## config.mk

```make
export PLATFORM = sky130hd
export DESIGN_NAME = motor_sequencer
export DESIGN_NICKNAME = d
export VERILOG_FILES = /design/src/rtl/motor_seq_pkg.sv /design/src/rtl/motor_sequencer_pwm_channel.sv /design/src/rtl/motor_sequencer.sv
export SDC_FILE = /design/constraint.sdc
export NUM_CORES = 1
export LEC_CHECK = 0
export CAP_MARGIN = 20
export CORE_MARGIN = 4
export CORE_UTILIZATION = 55
export CTS_CLUSTER_SIZE = 24
export DETAILED_ROUTE_END_ITERATION = 12
export DONT_BUFFER_PORTS = 1
export GPL_TIMING_DRIVEN = 0
export HOLD_SLACK_MARGIN = 0.12
export PLACE_DENSITY = 0.76
export SYNTH_ARGS = -nofsm -noshare
export SYNTH_HDL_FRONTEND = slang
export SYNTH_SLANG_ARGS = --single-unit
```

## constraint.sdc

```tcl
create_clock -name clk -period 5.1 [get_ports clk]
set_input_delay 0.255 -clock clk [delete_from_list [all_inputs] [get_ports clk]]
set_output_delay 0.255 -clock clk [all_outputs]
set_load 0.01 [all_outputs]
```

## src/rtl/motor_seq_pkg.sv

```systemverilog
// Shared types, direction codes and the direction decoder for the motor sequencer.
package motor_seq_pkg;

  typedef enum logic [1:0] {
    ST_IDLE  = 2'd0,
    ST_ALIGN = 2'd1,
    ST_RUN   = 2'd2,
    ST_BRAKE = 2'd3
  } state_t;

  typedef enum logic [1:0] {
    SEL_ZERO = 2'd0,
    SEL_SLOW = 2'd1,
    SEL_FULL = 2'd2
  } sel_t;

  typedef struct packed {
    logic stop_req;
    sel_t l_sel;
    sel_t r_sel;
  } dec_t;

  localparam logic [3:0] DIR_FWD   = 4'b0000;
  localparam logic [3:0] DIR_LEFT  = 4'b0101;
  localparam logic [3:0] DIR_RIGHT = 4'b1001;
  localparam logic [3:0] DIR_STOP  = 4'b1111;

  // Unlisted codes fall into stop so a glitched code can never drive the wheels.
  function automatic dec_t decode_dir(input logic [3:0] dir);
    dec_t d;
    d.stop_req = 1'b1;
    d.l_sel    = SEL_ZERO;
    d.r_sel    = SEL_ZERO;
    case (dir)
      DIR_FWD:   begin d.stop_req = 1'b0; d.l_sel = SEL_FULL; d.r_sel = SEL_FULL; end
      DIR_LEFT:  begin d.stop_req = 1'b0; d.l_sel = SEL_SLOW; d.r_sel = SEL_FULL; end
      DIR_RIGHT: begin d.stop_req = 1'b0; d.l_sel = SEL_FULL; d.r_sel = SEL_SLOW; end
      default:   d.stop_req = 1'b1;
    endcase
    return d;
  endfunction

endpackage

```

## src/rtl/motor_sequencer_pwm_channel.sv

```systemverilog
// One wheel channel: duty register loaded on period boundaries, registered PWM compare.
// MOTOR_RAMP_EN: duty slews toward target by at most RAMP_STEP per period.
module pwm_channel
  import motor_seq_pkg::*;
#(
  parameter int DW = 8,
  parameter int CW = 8
`ifdef MOTOR_RAMP_EN
  , parameter int RAMP_STEP = 1
`endif
) (
  input  logic          i_clk,
  input  logic          i_rst_n,
  input  logic          i_bnd,
  input  logic          i_run,
  input  logic          i_clr,
  input  logic [DW-1:0] i_tgt,
  input  logic [CW-1:0] i_cnt_nxt,
  output logic          o_pwm
);

  logic [DW-1:0] r_duty;
  logic          r_pwm;
  logic [DW-1:0] w_load;
  logic [DW-1:0] w_duty_nxt;
  logic [DW-1:0] w_cnt_ext;

`ifdef MOTOR_RAMP_EN
  localparam logic [DW-1:0] STEP_C = (RAMP_STEP >= (1 << DW)) ? {DW{1'b1}} : DW'(RAMP_STEP);
  logic          w_up;
  logic [DW-1:0] w_diff;
  logic [DW-1:0] w_mv;

  always_comb begin
    w_up   = (i_tgt > r_duty);
    w_diff = w_up ? (i_tgt - r_duty) : (r_duty - i_tgt);
    w_mv   = (w_diff > STEP_C) ? STEP_C : w_diff;
    w_load = w_up ? (r_duty + w_mv) : (r_duty - w_mv);
  end
`else
  assign w_load = i_tgt;
`endif

  always_comb begin
    w_duty_nxt = r_duty;
    if (i_clr) w_duty_nxt = '0;
    else if (i_bnd && i_run) w_duty_nxt = w_load;
  end

  // Compare against next-cycle counter and duty so the registered output lines up with pwm_cnt.
  assign w_cnt_ext = DW'(i_cnt_nxt);

  always_ff @(posedge i_clk or negedge i_rst_n) begin
    if (!i_rst_n) begin
      r_duty <= '0;
      r_pwm  <= 1'b0;
    end else begin
      r_duty <= w_duty_nxt;
      r_pwm  <= i_run && (w_cnt_ext < w_duty_nxt);
    end
  end

  assign o_pwm = r_pwm;

endmodule

```

## src/rtl/motor_sequencer.sv

```systemverilog
// Drive sequencer: direction decode, ESTOP sync, shared PWM counter, IDLE/ALIGN/RUN/BRAKE FSM.
// Optional duty ramping is compiled in with MOTOR_RAMP_EN.
module motor_sequencer
  import motor_seq_pkg::*;
#(
  parameter int PWM_PERIOD   = 250,
  parameter int FULL_DUTY    = 250,
  parameter int SLOW_DUTY    = 100,
  parameter int BRAKE_CYCLES = 1_250_000,
  parameter int RAMP_STEP    = 25
) (
  input  logic       clk,
  input  logic       rst_n,
  input  logic [3:0] DIR,
  input  logic       ESTOP,
  output logic       L_PWM,
  output logic       R_PWM,
  output logic       L_BRK,
  output logic       R_BRK,
  output logic [1:0] STATE
);

  localparam int CW = $clog2(PWM_PERIOD);
  localparam int DW = $clog2(PWM_PERIOD + 1);
  localparam int BW = (BRAKE_CYCLES > 1) ? $clog2(BRAKE_CYCLES) : 1;
  localparam logic [CW-1:0] CNT_LAST = CW'(PWM_PERIOD - 1);
  localparam logic [BW-1:0] BRK_LAST = BW'(BRAKE_CYCLES - 1);
  localparam logic [DW-1:0] FULL_D   = DW'(FULL_DUTY);
  localparam logic [DW-1:0] SLOW_D   = DW'(SLOW_DUTY);

  if (PWM_PERIOD < 2 || FULL_DUTY > PWM_PERIOD || SLOW_DUTY > FULL_DUTY ||
      BRAKE_CYCLES < 1 || RAMP_STEP < 1) begin : g_bad_params
    $error("motor_sequencer: illegal parameter combination");
  end

  function automatic logic [DW-1:0] sel_duty(input sel_t s);
    case (s)
      SEL_FULL: return FULL_D;
      SEL_SLOW: return SLOW_D;
      default:  return '0;
    endcase
  endfunction

  logic [3:0]    r_dir_q;
  logic          r_estop_m;
  logic          r_estop_s;
  logic [CW-1:0] r_cnt;
  logic [BW-1:0] r_brk_cnt;
  logic          r_brk;
  state_t        r_state;

  dec_t          w_dec;
  logic          w_stop;
  logic          w_bnd;
  logic [CW-1:0] w_cnt_nxt;
  state_t        w_state_nxt;
  logic          w_run_nxt;
  logic          w_clr_nxt;
  logic          w_brk_nxt;
  logic          w_l_pwm;
  logic          w_r_pwm;

  always_ff @(posedge clk or negedge rst_n) begin
    if (!rst_n) begin
      r_dir_q   <= DIR_STOP;
      r_estop_m <= 1'b0;
      r_estop_s <= 1'b0;
      r_cnt     <= '0;
    end else begin
      r_dir_q   <= DIR;
      r_estop_m <= ESTOP;
      r_estop_s <= r_estop_m;
      r_cnt     <= w_cnt_nxt;
    end
  end

  assign w_dec     = decode_dir(r_dir_q);
  assign w_stop    = w_dec.stop_req | r_estop_s;
  assign w_bnd     = (r_cnt == CNT_LAST);
  assign w_cnt_nxt = w_bnd ? '0 : r_cnt + 1'b1;

  // Stop/ESTOP outranks a coincident boundary, so no duty load happens on the way into BRAKE.
  always_comb begin
    w_state_nxt = r_state;
    case (r_state)
      ST_IDLE:  if (!w_stop) w_state_nxt = ST_ALIGN;
      ST_ALIGN: if (w_stop) w_state_nxt = ST_BRAKE;
                else if (w_bnd) w_state_nxt = ST_RUN;
      ST_RUN:   if (w_stop) w_state_nxt = ST_BRAKE;
      ST_BRAKE: if (r_brk_cnt == BRK_LAST) w_state_nxt = ST_IDLE;
      default:  w_state_nxt = ST_IDLE;
    endcase
    w_run_nxt = (w_state_nxt == ST_RUN);
    w_clr_nxt = (w_state_nxt == ST_BRAKE) || (w_state_nxt == ST_IDLE);
    w_brk_nxt = w_clr_nxt;
  end

  always_ff @(posedge clk or negedge rst_n) begin
    if (!rst_n) begin
      r_state   <= ST_IDLE;
      r_brk     <= 1'b1;
      r_brk_cnt <= '0;
    end else begin
      r_state <= w_state_nxt;
      r_brk   <= w_brk_nxt;
      if (r_state != ST_BRAKE) r_brk_cnt <= '0;
      else if (r_brk_cnt != BRK_LAST) r_brk_cnt <= r_brk_cnt + 1'b1;
    end
  end

  pwm_channel #(
    .DW(DW), .CW(CW)
`ifdef MOTOR_RAMP_EN
    , .RAMP_STEP(RAMP_STEP)
`endif
  ) u_left (
    .i_clk(clk), .i_rst_n(rst_n), .i_bnd(w_bnd), .i_run(w_run_nxt), .i_clr(w_clr_nxt),
    .i_tgt(sel_duty(w_dec.l_sel)), .i_cnt_nxt(w_cnt_nxt), .o_pwm(w_l_pwm)
  );

  pwm_channel #(
    .DW(DW), .CW(CW)
`ifdef MOTOR_RAMP_EN
    , .RAMP_STEP(RAMP_STEP)
`endif
  ) u_right (
    .i_clk(clk), .i_rst_n(rst_n), .i_bnd(w_bnd), .i_run(w_run_nxt), .i_clr(w_clr_nxt),
    .i_tgt(sel_duty(w_dec.r_sel)), .i_cnt_nxt(w_cnt_nxt), .o_pwm(w_r_pwm)
  );

  assign L_PWM = w_l_pwm;
  assign R_PWM = w_r_pwm;
  assign L_BRK = r_brk;
  assign R_BRK = r_brk;
  assign STATE = r_state;

endmodule

```

======== After elaboration in Yosys (flattened, before gate mapping) ========
Index checks and enable logic that the tools add are counted.
word-level totals
  bits in registers ....................... 56
  bits of input ports ..................... 7
  output and inout bits ................... 6
  logic and storage cells ................. 57
cells by class
  add/sub/neg operators ................... 2
  magnitude comparators ................... 2
  equal/unequal tests ..................... 15
  mux-type cells .......................... 17
  bitwise operators ....................... 1
  reductions and logical operators ........ 9
operator list
  cell                                                 count
  2-to-1 mux 21 bit                                    2
  2-to-1 mux 8 bit                                     5
  case mux 8 bit (2 select lines)                      2
  adder 21 x 1 -> 21 bit, second input constant        1
  equality test 21 bit, second input constant          1
  inequality test 21 bit, second input constant        1
  < comparator 8 bit                                   2
  equality test 2 bit, second input constant           6
  case mux 4 bit (3 select lines)                      1
  2-to-1 mux 2 bit                                     5
  adder 8 x 1 -> 8 bit, second input constant          1
  equality test 8 bit, second input constant           1
  case mux 2 bit (4 select lines)                      1
  equality test 2 x 1 -> 1 bit, second input constant  3
  equality test 4 x 3 -> 1 bit, second input constant  1
  equality test 4 bit, second input constant           1
  zero test 2 bit                                      2
  zero test 4 bit                                      1
  logical AND 1 bit                                    3
  OR reduction 3 bit                                   1
  inequality test 2 bit, second input constant         1
  nonzero test 2 bit                                   1
  logical OR 1 bit                                     1
  2-to-1 mux 1 bit                                     1
  OR 1 bit                                             1

======== Longest topological paths before layout ========
Gate-level depths: netlist of run 1.
  depth after elaboration ................. 12
  gate-level depth with buffers ........... 16
  mapped depth without buffers ............ 16

======== Modules after synthesis ========
Synthesis of run 1 repeated with hierarchy kept, for this count alone.
second synthesis, totals
  cell total of the unflattened synthesis .. 296
  area total of the unflattened synthesis .. 3055.4 um^2
by module, submodules not included
  module                 times used  cells an instance  area each (um^2)  sequential area each (um^2)
  motor_sequencer        1           190                1938.1            957.2
  pwm_channel (u_right)  1           53                 563.0             225.2
  pwm_channel (u_left)   1           53                 554.3             225.2

======== Worst setup path after synthesis of run 1 ========
OpenSTA, ideal clock, no wires.
  path kind ............................... register to register
  start point ............................. register r_brk_cnt[16]
  end point ............................... register u_right.r_pwm, in the netlist u_right.o_pwm
  setup time .............................. 66 ps
  data arrival time ....................... 3563 ps
  data required time ...................... 5034 ps
  slack ................................... 1471 ps
  cell stages (with the launch flop) ...... 16
  path buffers ............................ 1
  clock period less this slack ............ 3629 ps
  path through ............................ dfrtp_1 nand2_1 or4b_1 clkbuf_2 or3_4 nand3_1 ha_1 inv_1 nor3_2 nor2_1 a211o_1 ha_1 a21oi_1 nand2_1 a2111oi_0 o31a_1
on the way
  longest elaborated chain between the ends .. 9
  elaborated cells on any way between the ends .. 12
  those cells by class .................... order compare: 1; eq/ne: 3; mux: 4; reduce/logical: 4
RTL lines
  item                               RTL line                           source
  from (decl)                        motor_sequencer.sv:48              logic [BW-1:0] r_brk_cnt;
  from (signal assigned)             motor_sequencer.sv:107             else if (r_brk_cnt != BRK_LAST) r_brk_cnt <= r_brk_cnt + 1'b1;
  equality test 21 bit *             motor_sequencer.sv:90              ST_BRAKE: if (r_brk_cnt == BRK_LAST) w_state_nxt = ST_IDLE;
  2-to-1 mux 2 bit *                 motor_sequencer.sv:90
  case mux 2 bit (4 select lines) *  motor_sequencer.sv:85              case (r_state)
  equality test 2 bit                motor_sequencer.sv:93              w_run_nxt = (w_state_nxt == ST_RUN);
  logical AND 1 bit                  motor_sequencer_pwm_channel.sv:47  else if (i_bnd && i_run) w_duty_nxt = w_load;
  2-to-1 mux 8 bit                   motor_sequencer_pwm_channel.sv:47
  2-to-1 mux 8 bit                   motor_sequencer_pwm_channel.sv:46  if (i_clr) w_duty_nxt = '0;
  < comparator 8 bit                 motor_sequencer_pwm_channel.sv:59  r_pwm <= i_run && (w_cnt_ext < w_duty_nxt);
  logical AND 1 bit *                motor_sequencer_pwm_channel.sv:59
  to (signal assigned)               motor_sequencer_pwm_channel.sv:59
  to (decl)                          motor_sequencer_pwm_channel.sv:23  logic r_pwm;
Every way passes the cells marked *; elsewhere a longest branch is shown, timed or not.
A chain may end at the register's enable or synchronous reset.

======== Final worst setup path of run 1 ========
  start point ............................. register r_brk_cnt[0]
  end point ............................... register u_right.r_pwm, in the netlist u_right.o_pwm
The elaborated chain is that of the path after synthesis.

==> results of run 1 <==
power groups by stage:
stage                     clock network, mW  logic (mW)  registers, mW
after floorplan                           0      0.0733          0.513
after global placement                    0      0.0833          0.523
after detailed placement                  0      0.0874          0.524
after CTS                             0.254       0.103          0.515
after global routing                  0.274       0.118          0.523
final                                 0.247       0.104          0.518
timing repair:
item | in CTS | in global routing
endpoints found under the hold margin | 61 | 0
hold buffers | 7 | 0
setup endpoints to repair | 0 | 0
layout make-up:
cell class                 instances  area (um^2)  share of cell area [%]
multi-input combinational        236         1570                   47.27
clock buffer                       6        82.58                   2.486
inverter                           9        33.78                   1.017
buffer                            10        42.54                   1.281
sequential                        56         1408                   42.37
clock inverter                     2        10.01                  0.3013
timing repair buffer               7        87.58                   2.637
tap                               70        87.58                   2.637
path summary, 6_finish.rpt:
check / from / end / slack, ns / cells after the start
max: r_brk_cnt[0]$_DFFE_PN0P_ / u_right.o_pwm$_DFF_PN0_ / 0.75 / 15
min: r_estop_m$_DFF_PN0_ / r_estop_s$_DFF_PN0_ / 0.36 / 0
max reg2reg: r_brk_cnt[0]$_DFFE_PN0P_ / u_right.o_pwm$_DFF_PN0_ / 0.75 / 15
min reg2reg: r_estop_m$_DFF_PN0_ / r_estop_s$_DFF_PN0_ / 0.36 / 0
max in group asynchronous: rst_n / r_dir_q[0]$_DFF_PN1_ / 4.34 / 2
min in group asynchronous: rst_n / r_brk_cnt[0]$_DFFE_PN0P_ / 0.47 / 2
state kept, by name, indices dropped and copies added, names as in the netlist:
name and count:
u_right.r_duty 8, L_BRK 1, r_dir_q 4, u_right.o_pwm 1, u_left.o_pwm 1, r_estop_m 1, r_estop_s 1, r_brk_cnt 21
STATE 2, r_cnt 8, u_left.r_duty 8
layer usage:
metal	GRT usage (%)	vias up	wire length [um]
met2	29.65	59	2689
li1	-	1154	-
met3	4.230	6	343
met5	0	-	0
met1	29.99	1138	3002
met4	5.719	0	40
through the flow:
stage / utilization [%] / hold slack [ns] / power [mW]
after global routing: 63.43 / 0.3654 / 0.9159
after global placement: 59.99 / -0.03848 / 0.6059
after CTS: 63.43 / 0.3626 / 0.8719
after floorplan: - / -0.04059 / 0.5859
final: 63.43 / 0.3591 / 0.8688
after detailed placement: 59.99 / -0.03847 / 0.6113
cells by family (layout without fill, tap and decap cells):
group | Yosys count | in the layout | share of synthesized area [%]
muxes | 3 | 3 | 0.9832
AOI/OAI and AO/OA | 52 | 52 | 10.65
and+or+nand+nor | 143 | 143 | 26.18
DFF | 56 | 56 | 46.09
xor gates and xnor gates | 16 | 16 | 4.588
buffers and inverters | 19 | 34 | 2.499
adders and majority gates | 22 | 22 | 9.013
synth_stat cells (3+ instances only):
cell type  instances
a211oi_1           3
and4_1             4
nand3_1           23
mux2i_1            3
inv_1              9
and3_1             4
dfrtp_1           51
or2_2             10
and2_1             3
nor2_1            36
a21oi_1           21
xnor2_1            5
dfstp_2            5
nand4_1           10
xor2_1            11
nand2_1           13
o21ai_0           10
nor3_1             7
ha_1              22
or3_1              9
clkbuf_1           8
o31ai_1            5
==> impl_results.md, run 1 <==
- Status: completed
- Internal cell power: 0.6292 mW
- CP Launch Type: register
- Post-Syn Area: 3054 um^2
- Clk_lat worst skew: 0.31 ns
- Clock share of power: 28.4%
- CP delay by family, top: simple AND/OR/NAND/NOR gates
- Row count: 26
- Post-Syn Nets: 340
- H-tree level count: 2
- Main synth FF type: dfrtp_1
- Layout Nets: 354
- Worst Slack Setup Final: 0.7509 ns
- Synthesized area per cell: 9.821 um^2
- Synth warnings: 0
- Final setup vio count: 0
- Critical Path Sink Type: register
- GRT Total Usage: 20.17%
- # DRC: 0
- Most common cell after layout, fill and taps aside: dfrtp_1
- CTS root buf: clkbuf_8
- Antenna cells: 0
- Top cells by area, synth: dfrtp_1 (42%), ha_1 (9.0%), nor2_1 (4.4%), dfstp_2 (4.3%), nand3_1 (3.8%)
- Critical path arrival: 4.60 ns
- First-pass GRT wire length: 10.49 mm
- Die Ht: 82.52 um
- Slew Limit Fails: 0
- HPWL after DPL: 4.331 mm
- Tmin final: 4.349 ns
- P_leak: 1.396 nW
- Hold Vio Cnt, Final: 0
- Vias in the first global route: 2297
- Area grow syn2layout: 8.767%
- Commonest non-fill, non-tap cells in the layout: dfrtp_1 (51), nor2_1 (36), nand3_1 (23)
- Placed cells: 381
- CTS tree: built
- Layout cell share with drive strength beyond 1: 10.12%
- Final instance area: 3322 um^2
- EDFF count, synth: 0
- Maximum buffer depth of the clock tree: 2
- Clk sink count: 56
- Post-synth ARST share: 100.0%
- Gate power share: 12.0%
- Post-synth cell types: 49
- Avg WL per Cell: 15.34 um
- IO buf count: 0
- Synth Instances: 311
- Hold WC Path Type: reg -> reg
- Pre-CTS setup slack: 0.9175 ns
- Placed Instance Area: 3142 um^2
- WL final: 6.076 mm
- Largest net degree at the start of global routing: 57
- Number of gates resized after cts: 0
- Critical Path Most Common Cell: ha_1
- Tcrit/Tclk final: 85.28%
- Vias/cell: 5.952
- CP Buf/Inv Count: 1
- Clock transition at the registers of the reported paths: 0.10 ns
- Sw frac: 27.57%
- Core area: 5238 um^2
- Cells along the critical path: ha_1 -> and3_1 -> nand4_1 -> or3_4 -> nand3_1 -> ha_1 -> inv_1 -> nor3_2 -> nor2_1 -> a211o_1 -> ha_1 -> a21oi_1 -> nand2_1 -> a2111oi_0 -> o31a_1
- RSZ-0062 raised after global routing: false
- Synth top area share: 41.79%
- Die ar.: 6810 um^2
- DRT Pass-1 Iters: 4
- Setup tns final: 0 ns
- Pwr dens: 261.5 nW/um^2
- Die X: 82.52 um
- Post-CTS setup buffers: 0
- Post-synth top area cell: dfrtp_1
- Worst slew margin: 64.52%
- Initial antenna violation count: 0
- Worst path required time: 5.35 ns
- Cts bufs inserted: 5
- Fillers: 436
- Final ANT Viol Nets: 0
- Slew @ Worst Pin: 0.5302 ns
- Worst VDD drop: 0.0001479 V
- Slowest cell on crit path: or3_4
- Critical path peak fanout: 8
- Worst Setup Path Type: reg -> reg
- CP peak stage delay: 0.48 ns
- Starting Density: 58.31%
- Max-Cap Viols: 0
- Flop pwr share: 59.6%
- Final GP Congestion: 0.8494
- Sequential fraction of the synthesis area: 46.09%
- Seq cells post-synth: 56
- Peak Freq: 229.9 MHz
- Switching pwr: 0.2396 mW
- I/O pin count: 13
- Total grt overflow: 0
- Non-Filler Instances: 396
- DRT iter0 DRCs: 216
- DR vias: 2357
- Clock Skew: 0.01005 ns
No activity file was read; power rests on OpenSTA's default activity.
==> run 2, diff against run 1 <==
--- a/config.mk
+++ b/config.mk
@@ -13,6 +13,7 @@
 export DONT_BUFFER_PORTS = 1
 export GPL_TIMING_DRIVEN = 0
 export HOLD_SLACK_MARGIN = 0.12
+export MAX_ROUTING_LAYER = met4
 export PLACE_DENSITY = 0.76
 export SYNTH_ARGS = -nofsm -noshare
 export SYNTH_HDL_FRONTEND = slang
==> run 2 against run 1 <==
  * Via count did not move
  * Sequential power is essentially flat
  * Flip-flop and latch count unchanged
  * Largest power group unchanged
  * Highest routed layer unchanged
==> impl_results.md, run 2 (synthesis gave the netlist of run 1 again) <==
- Critical path peak fanout: 8 (unchanged)
- RSZ-0062 raised after global routing: false (unchanged)
- I/O pin count: 13 (unchanged)
- Final ANT Viol Nets: 0 (unchanged)
- Sw frac: 27.55% (was 27.57%)
- Maximum buffer depth of the clock tree: 2 (unchanged)
- Critical Path Most Common Cell: ha_1 (unchanged)
- DRT Pass-1 Iters: 5 (was 4)
- Vias/cell: 5.952 (unchanged)
- Tcrit/Tclk final: 84.48% (was 85.28%)
- Worst VDD drop: 0.0001475 V (was 0.0001479 V)
- H-tree level count: 2 (unchanged)
- Clock share of power: 28.5% (was 28.4%)
- CTS tree: built (unchanged)
- Total grt overflow: 0 (unchanged)
- Hold Vio Cnt, Final: 0 (unchanged)
- Clk sink count: 56 (unchanged)
- Peak Freq: 232.1 MHz (was 229.9 MHz)
- Most common cell after layout, fill and taps aside: dfrtp_1 (unchanged)
- Core area: 5238 um^2 (unchanged)
- Max-Cap Viols: 0 (unchanged)
- P_leak: 1.396 nW (unchanged)
- Hold WC Path Type: reg -> reg (unchanged)
- Final GP Congestion: 0.8628 (was 0.8494)
- Die Ht: 82.52 um (unchanged)
- Clock transition at the registers of the reported paths: 0.10 ns (about the same)
- Slew Limit Fails: 0 (unchanged)
- DR vias: 2357 (unchanged)
- DRT iter0 DRCs: 184 (was 216)
- First-pass GRT wire length: 10.51 mm (was 10.49 mm)
- Placed Instance Area: 3142 um^2 (unchanged)
- Layout Nets: 354 (unchanged)
- WL final: 6.105 mm (was 6.076 mm)
- Cells along the critical path: ha_1 -> and3_1 -> nand4_1 -> or3_4 -> nand3_1 -> ha_1 -> inv_1 -> nor3_2 -> nor2_1 -> a211o_1 -> ha_1 -> a21oi_1 -> nand2_1 -> a2111oi_0 -> o31a_1 (unchanged)
- Post-CTS setup buffers: 0 (unchanged)
- Initial antenna violation count: 0 (unchanged)
- CP peak stage delay: 0.47 ns (was 0.48 ns)
- CP Buf/Inv Count: 1 (unchanged)
- Die X: 82.52 um (unchanged)
- CTS root buf: clkbuf_8 (unchanged)
- Avg WL per Cell: 15.42 um (was 15.34 um)
- Slew @ Worst Pin: 0.5261 ns (was 0.5302 ns)
- Largest net degree at the start of global routing: 57 (unchanged)
- Biggest register: r_brk_cnt (unchanged)
- Cts bufs inserted: 5 (unchanged)
- HPWL after DPL: 4.331 mm (unchanged)
- Reg2Reg Setup Slack: 0.79 ns (was 0.75 ns)
- Commonest non-fill, non-tap cells in the layout: dfrtp_1 (51), nor2_1 (36), nand3_1 (23) (unchanged)
- Tmin final: 4.308 ns (was 4.349 ns)
- Row count: 26 (unchanged)
- Worst path required time: 5.35 ns (about the same)
- Antenna cells: 0 (unchanged)
- Power Total: 0.8685 mW (was 0.8688 mW)
- Starting Density: 58.31% (unchanged)
- Worst Setup Path Type: reg -> reg (unchanged)
- Internal cell power: 0.6292 mW (about the same)
- Area grow syn2layout: 8.767% (unchanged)
- Gate power share: 11.9% (was 12.0%)
- Fillers: 436 (unchanged)
- Slowest cell on crit path: or3_4 (unchanged)
- Clk_lat worst skew: 0.31 ns (about the same)
- CP delay by family, top: simple AND/OR/NAND/NOR gates (unchanged)
- Pwr dens: 261.4 nW/um^2 (was 261.5 nW/um^2)
- Worst Slack Setup Final: 0.7916 ns (was 0.7509 ns)
- Worst slew margin: 64.80% (was 64.52%)
- Critical Path Sink Type: register (unchanged)
- Final instance area: 3322 um^2 (unchanged)
- Die ar.: 6810 um^2 (unchanged)
- Setup tns final: 0 ns (unchanged)
- Clock Skew: 0.01139 ns (was 0.01005 ns)
- Switching pwr: 0.2392 mW (was 0.2396 mW)
- GRT Total Usage: 20.79% (was 20.17%)
- Status: completed (unchanged)
- Flop pwr share: 59.5% (was 59.6%)
- Pre-CTS setup slack: 0.9175 ns (unchanged)
- Critical path arrival: 4.56 ns (was 4.60 ns)
- IO buf count: 0 (unchanged)
- # DRC: 0 (unchanged)
- Layout cell share with drive strength beyond 1: 10.12% (unchanged)
- CP Launch Type: register (unchanged)
- Final setup vio count: 0 (unchanged)
- Vias in the first global route: 2295 (was 2297)
- Max reg flops: 21 (unchanged)
[run 2: cell counts in the layout (fill, tap and decap cells not counted)]
No cell type changed its count.
[run 2: repair_timing]
action,in CTS,in global routing
hold buffers,7,0
setup endpoints to repair,0,0
hold endpoints to repair,61,0
resized for setup,0,0
[run 2: worst paths after layout]
check                                    startpoint                  endpoint  depth (start not counted)
hold reg to reg                 r_estop_m$_DFF_PN0_       r_estop_s$_DFF_PN0_                          0
setup reg to reg           r_brk_cnt[0]$_DFFE_PN0P_   u_right.o_pwm$_DFF_PN0_                         15
setup / recovery           r_brk_cnt[0]$_DFFE_PN0P_   u_right.o_pwm$_DFF_PN0_                         15
hold / removal                  r_estop_m$_DFF_PN0_       r_estop_s$_DFF_PN0_                          0
min in group asynchronous                     rst_n  r_brk_cnt[0]$_DFFE_PN0P_                          2
max in group asynchronous                     rst_n      r_dir_q[1]$_DFF_PN1_                          2
[run 2: worst register-to-register path, stage by stage (launching register included)]
cell and delay [ns]:
dfrtp_1 0.46, ha_1 0.29, and3_1 0.26, nand4_1 0.25, or3_4 0.47, nand3_1 0.09, ha_1 0.25, inv_1 0.13
nor3_2 0.45, nor2_1 0.12, a211o_1 0.30, ha_1 0.31, a21oi_1 0.17, nand2_1 0.07, a2111oi_0 0.43, o31a_1 0.21
[run 2: stage by stage]
step	hold slack [ns]	cells	util [%]
floorplan	-0.04059	311	-
global placement	-0.03848	381	59.99
detailed placement	-0.03847	381	59.99
CTS	0.3626	396	63.43
global route	0.3654	396	63.43
finish	0.3588	396	63.43
[run 2: area by class of cell]
cell class	count	area, um^2	area share (%)
multi-input combinational	236	1570	47.27
sequential	56	1408	42.37
timing repair buffer	7	87.58	2.637
tap	70	87.58	2.637
clock buffer	6	82.58	2.486
buffer	10	42.54	1.281
inverter	9	33.78	1.017
clock inverter	2	10.01	0.3013
[run 2: per-layer routing]
metal | GRT usage, % | part of all wire, % | up-vias
li1 | - | - | 1152
met1 | 30.20 | 48 | 1127
met2 | 29.57 | 44 | 74
met3 | 4.230 | 6.7 | 4
met4 | 5.719 | 0.72 | 0
met5 | - | 0 | -
[run 2: power by group through the flow]
| stage | clock network, mW | logic, mW | registers (mW) |
|---|---|---|---|
| after global placement | 0 | 0.0833 | 0.523 |
| after CTS | 0.254 | 0.103 | 0.515 |
| after detailed placement | 0 | 0.0874 | 0.524 |
| final | 0.248 | 0.104 | 0.517 |
| after floorplan | 0 | 0.0733 | 0.513 |
| after global routing | 0.274 | 0.119 | 0.523 |
==> run 3, diff against run 2 <==
--- a/config.mk
+++ b/config.mk
@@ -14,7 +14,7 @@
 export GPL_TIMING_DRIVEN = 0
 export HOLD_SLACK_MARGIN = 0.12
 export MAX_ROUTING_LAYER = met4
-export PLACE_DENSITY = 0.76
+export PLACE_DENSITY = 0.79
 export SYNTH_ARGS = -nofsm -noshare
 export SYNTH_HDL_FRONTEND = slang
 export SYNTH_SLANG_ARGS = --single-unit
==> constraint.sdc (replaced) <==
create_clock -name clk -period 3.5 [get_ports clk]
set_input_delay 0.175 -clock clk [delete_from_list [all_inputs] [get_ports clk]]
set_output_delay 0.175 -clock clk [all_outputs]
set_load 0.01 [all_outputs]
==> run 3 against run 2 <==
  * Via count increased by 4.3%
  * Core utilization up 7.4 points
  * Sequential share of layout area shrank 4.4 points
  * Global-route usage grew 1.1 points
  * Die area stayed put
  * Non-clock buffer count is 18 higher
  * Critical path type unchanged
  * Clock power up 54%
  * Count of clock-buffer cells in the layout rose by 2
  * Worst setup slack got worse by 0.68 ns
  * Clock skew down 0.0045 ns
  * Flip-flop and latch count did not move
==> impl_results.md, run 3 (synthesis gave the netlist of run 1 again) <==
- DR vias: 2459 (was 2357)
- IO buf count: 0 (unchanged)
- Max reg flops: 21 (unchanged)
- P_leak: 1.547 nW (was 1.396 nW)
- Most common cell after layout, fill and taps aside: dfrtp_1 (unchanged)
- Hold Vio Cnt, Final: 0 (unchanged)
- Clock transition at the registers of the reported paths: 0.10 ns (about the same)
- CTS root buf: clkbuf_8 (unchanged)
- Maximum buffer depth of the clock tree: 2 (unchanged)
- CP Launch Type: register (unchanged)
- Core area: 5238 um^2 (unchanged)
- Slew @ Worst Pin: 0.7114 ns (was 0.5261 ns)
- Final ANT Viol Nets: 0 (unchanged)
- Peak Freq: 295.0 MHz (was 232.1 MHz)
- # DRC: 0 (unchanged)
- Critical Path Sink Type: register (unchanged)
- Power Total: 1.324 mW (was 0.8685 mW)
- Worst Setup Path Type: reg -> reg (unchanged)
- Setup tns final: 0 ns (unchanged)
- Final Core Density: 70.86% (was 63.43%)
- Layout Nets: 372 (was 354)
- Die X: 82.52 um (unchanged)
- Critical path peak fanout: 6 (was 8)
- Pwr dens: 356.9 nW/um^2 (was 261.4 nW/um^2)
- Row count: 26 (unchanged)
- Worst VDD drop: 0.0002533 V (was 0.0001475 V)
- Max-Cap Viols: 0 (unchanged)
- Largest net degree at the start of global routing: 57 (unchanged)
- I/O pin count: 13 (unchanged)
- CTS tree: built (unchanged)
- Starting Density: 58.31% (unchanged)
- Avg WL per Cell: 15.83 um (was 15.42 um)
- Worst Slack Setup Final: 0.1103 ns (was 0.7916 ns)
- DRT Pass-1 Iters: 4 (was 5)
- Tmin final: 3.390 ns (was 4.308 ns)
- Clk_lat worst skew: 0.31 ns (about the same)
- Layout cell share with drive strength beyond 1: 24.42% (was 10.12%)
- Area grow syn2layout: 21.51% (was 8.767%)
- Antenna cells: 0 (unchanged)
- Cts bufs inserted: 5 (unchanged)
- Status: completed (unchanged)
- WL final: 6.555 mm (was 6.105 mm)
- Worst path required time: 3.70 ns (was 5.35 ns)
- Total grt overflow: 0 (unchanged)
- Clock Skew: 0.006920 ns (was 0.01139 ns)
- Final GP Congestion: 0.8825 (was 0.8628)
- HPWL after DPL: 4.307 mm (was 4.331 mm)
- H-tree level count: 2 (unchanged)
- GRT Total Usage: 21.88% (was 20.79%)
- Clk sink count: 56 (unchanged)
- Hold WC Path Type: reg -> reg (unchanged)
- Die ar.: 6810 um^2 (unchanged)
- Vias/cell: 5.940 (was 5.952)
- Biggest register: r_brk_cnt (unchanged)
- Die Ht: 82.52 um (unchanged)
- Commonest non-fill, non-tap cells in the layout: dfrtp_1 (49), nor2_1 (33), nand3_1 (21) (was dfrtp_1 (51), nor2_1 (36), nand3_1 (23))
- Final setup vio count: 0 (unchanged)
- Vias in the first global route: 2355 (was 2295)
- DRT iter0 DRCs: 198 (was 184)
- Critical path arrival: 3.59 ns (was 4.56 ns)
- Slew Limit Fails: 0 (unchanged)
- Initial antenna violation count: 0 (unchanged)
- Worst slew margin: 52.17% (was 64.80%)
- Tcrit/Tclk final: 96.85% (was 84.48%)
- Pre-CTS setup slack: -0.7459 ns (was 0.9175 ns)
- First-pass GRT wire length: 11.18 mm (was 10.51 mm)
[run 3: cell count changes in the layout (fill, tap and decap cells not counted), moves of 3 or more]
| cell | before | now |
|---|---|---|
| ha_4 | 0 | 4 |
| ha_1 | 22 | 17 |
| a21oi_2 | 0 | 4 |
| buf_4 | 1 | 18 |
| nor2_1 | 36 | 33 |
| a21oi_1 | 21 | 16 |
[run 3: layer usage]
| metal | wire length [um] | global-route usage (%) | vias to the layer above |
|---|---|---|---|
| met2 | 3106 | 32.69 | 57 |
| met3 | 291 | 3.254 | 11 |
| met4 | 110 | 7.026 | 0 |
| met5 | 0 | - | - |
| met1 | 3047 | 30.76 | 1200 |
| li1 | - | - | 1191 |
[run 3: area by class of cell]
class	instances	area (um^2)
plain buffers	10	61.31
clock buffers	8	100.1
fillers	358	1526
inverters	9	36.28
multi-input cells	236	1789
flip-flops and latches	56	1410
well taps	70	87.58
repair buffers	25	226.5
[run 3: what timing repair did]
action / in CTS / in global routing
pin swaps: 4 / 11
endpoints found under the setup margin: 2 / 2
setup buffers: 10 / 8
hold buffers: 7 / 0
gates resized for setup: 24 / 28
endpoints found under the hold margin: 61 / 0
gates cloned: 0 / 0
[run 3: final timing paths]
check	from	to	slack [ns]	cells after the start
worst min-delay path	r_estop_m$_DFF_PN0_	r_estop_s$_DFF_PN0_	0.36	0
worst max-delay path	r_brk_cnt[16]$_DFFE_PN0P_	u_left.o_pwm$_DFF_PN0_	0.11	14
worst max register to register	r_brk_cnt[16]$_DFFE_PN0P_	u_left.o_pwm$_DFF_PN0_	0.11	14
worst min register to register	r_estop_m$_DFF_PN0_	r_estop_s$_DFF_PN0_	0.36	0
max in group asynchronous	rst_n	r_dir_q[2]$_DFF_PN1_	2.84	2
min in group asynchronous	rst_n	r_brk_cnt[19]$_DFFE_PN0P_	0.38	2
[run 3: power by group]
| group | total (mW) | internal (mW) | switching [mW] | leakage (nW) |
|---|---|---|---|---|
| combinational | 0.199 | 0.0939 | 0.105 | 0.774 |
| sequential | 0.742 | 0.691 | 0.0518 | 0.722 |
| clock | 0.383 | 0.181 | 0.202 | 0.0515 |
[run 3: critical path, cell delays in order (launching register included)]
cell and delay (ns):
dfrtp_1 0.38, nand2_2 0.07, or4b_4 0.51, buf_6 0.14, or3_4 0.36, nand3_4 0.08, ha_4 0.19, inv_4 0.07
nor3_4 0.21, buf_6 0.14, nor2_1 0.05, a211o_1 0.27, ha_1 0.30, nand4_1 0.13, o311a_1 0.38
[run 3: through the flow]
step           cell area [um^2]  cells  hold slack, ns
2_1_floorplan              3060    311         -0.1206
3_3_place_gp               3148    381         -0.1186
3_5_place_dp               3148    381         -0.1186
4_1_cts                    3532    406          0.3623
5_1_grt                    3711    414          0.3649
6_report                   3711    414          0.3593
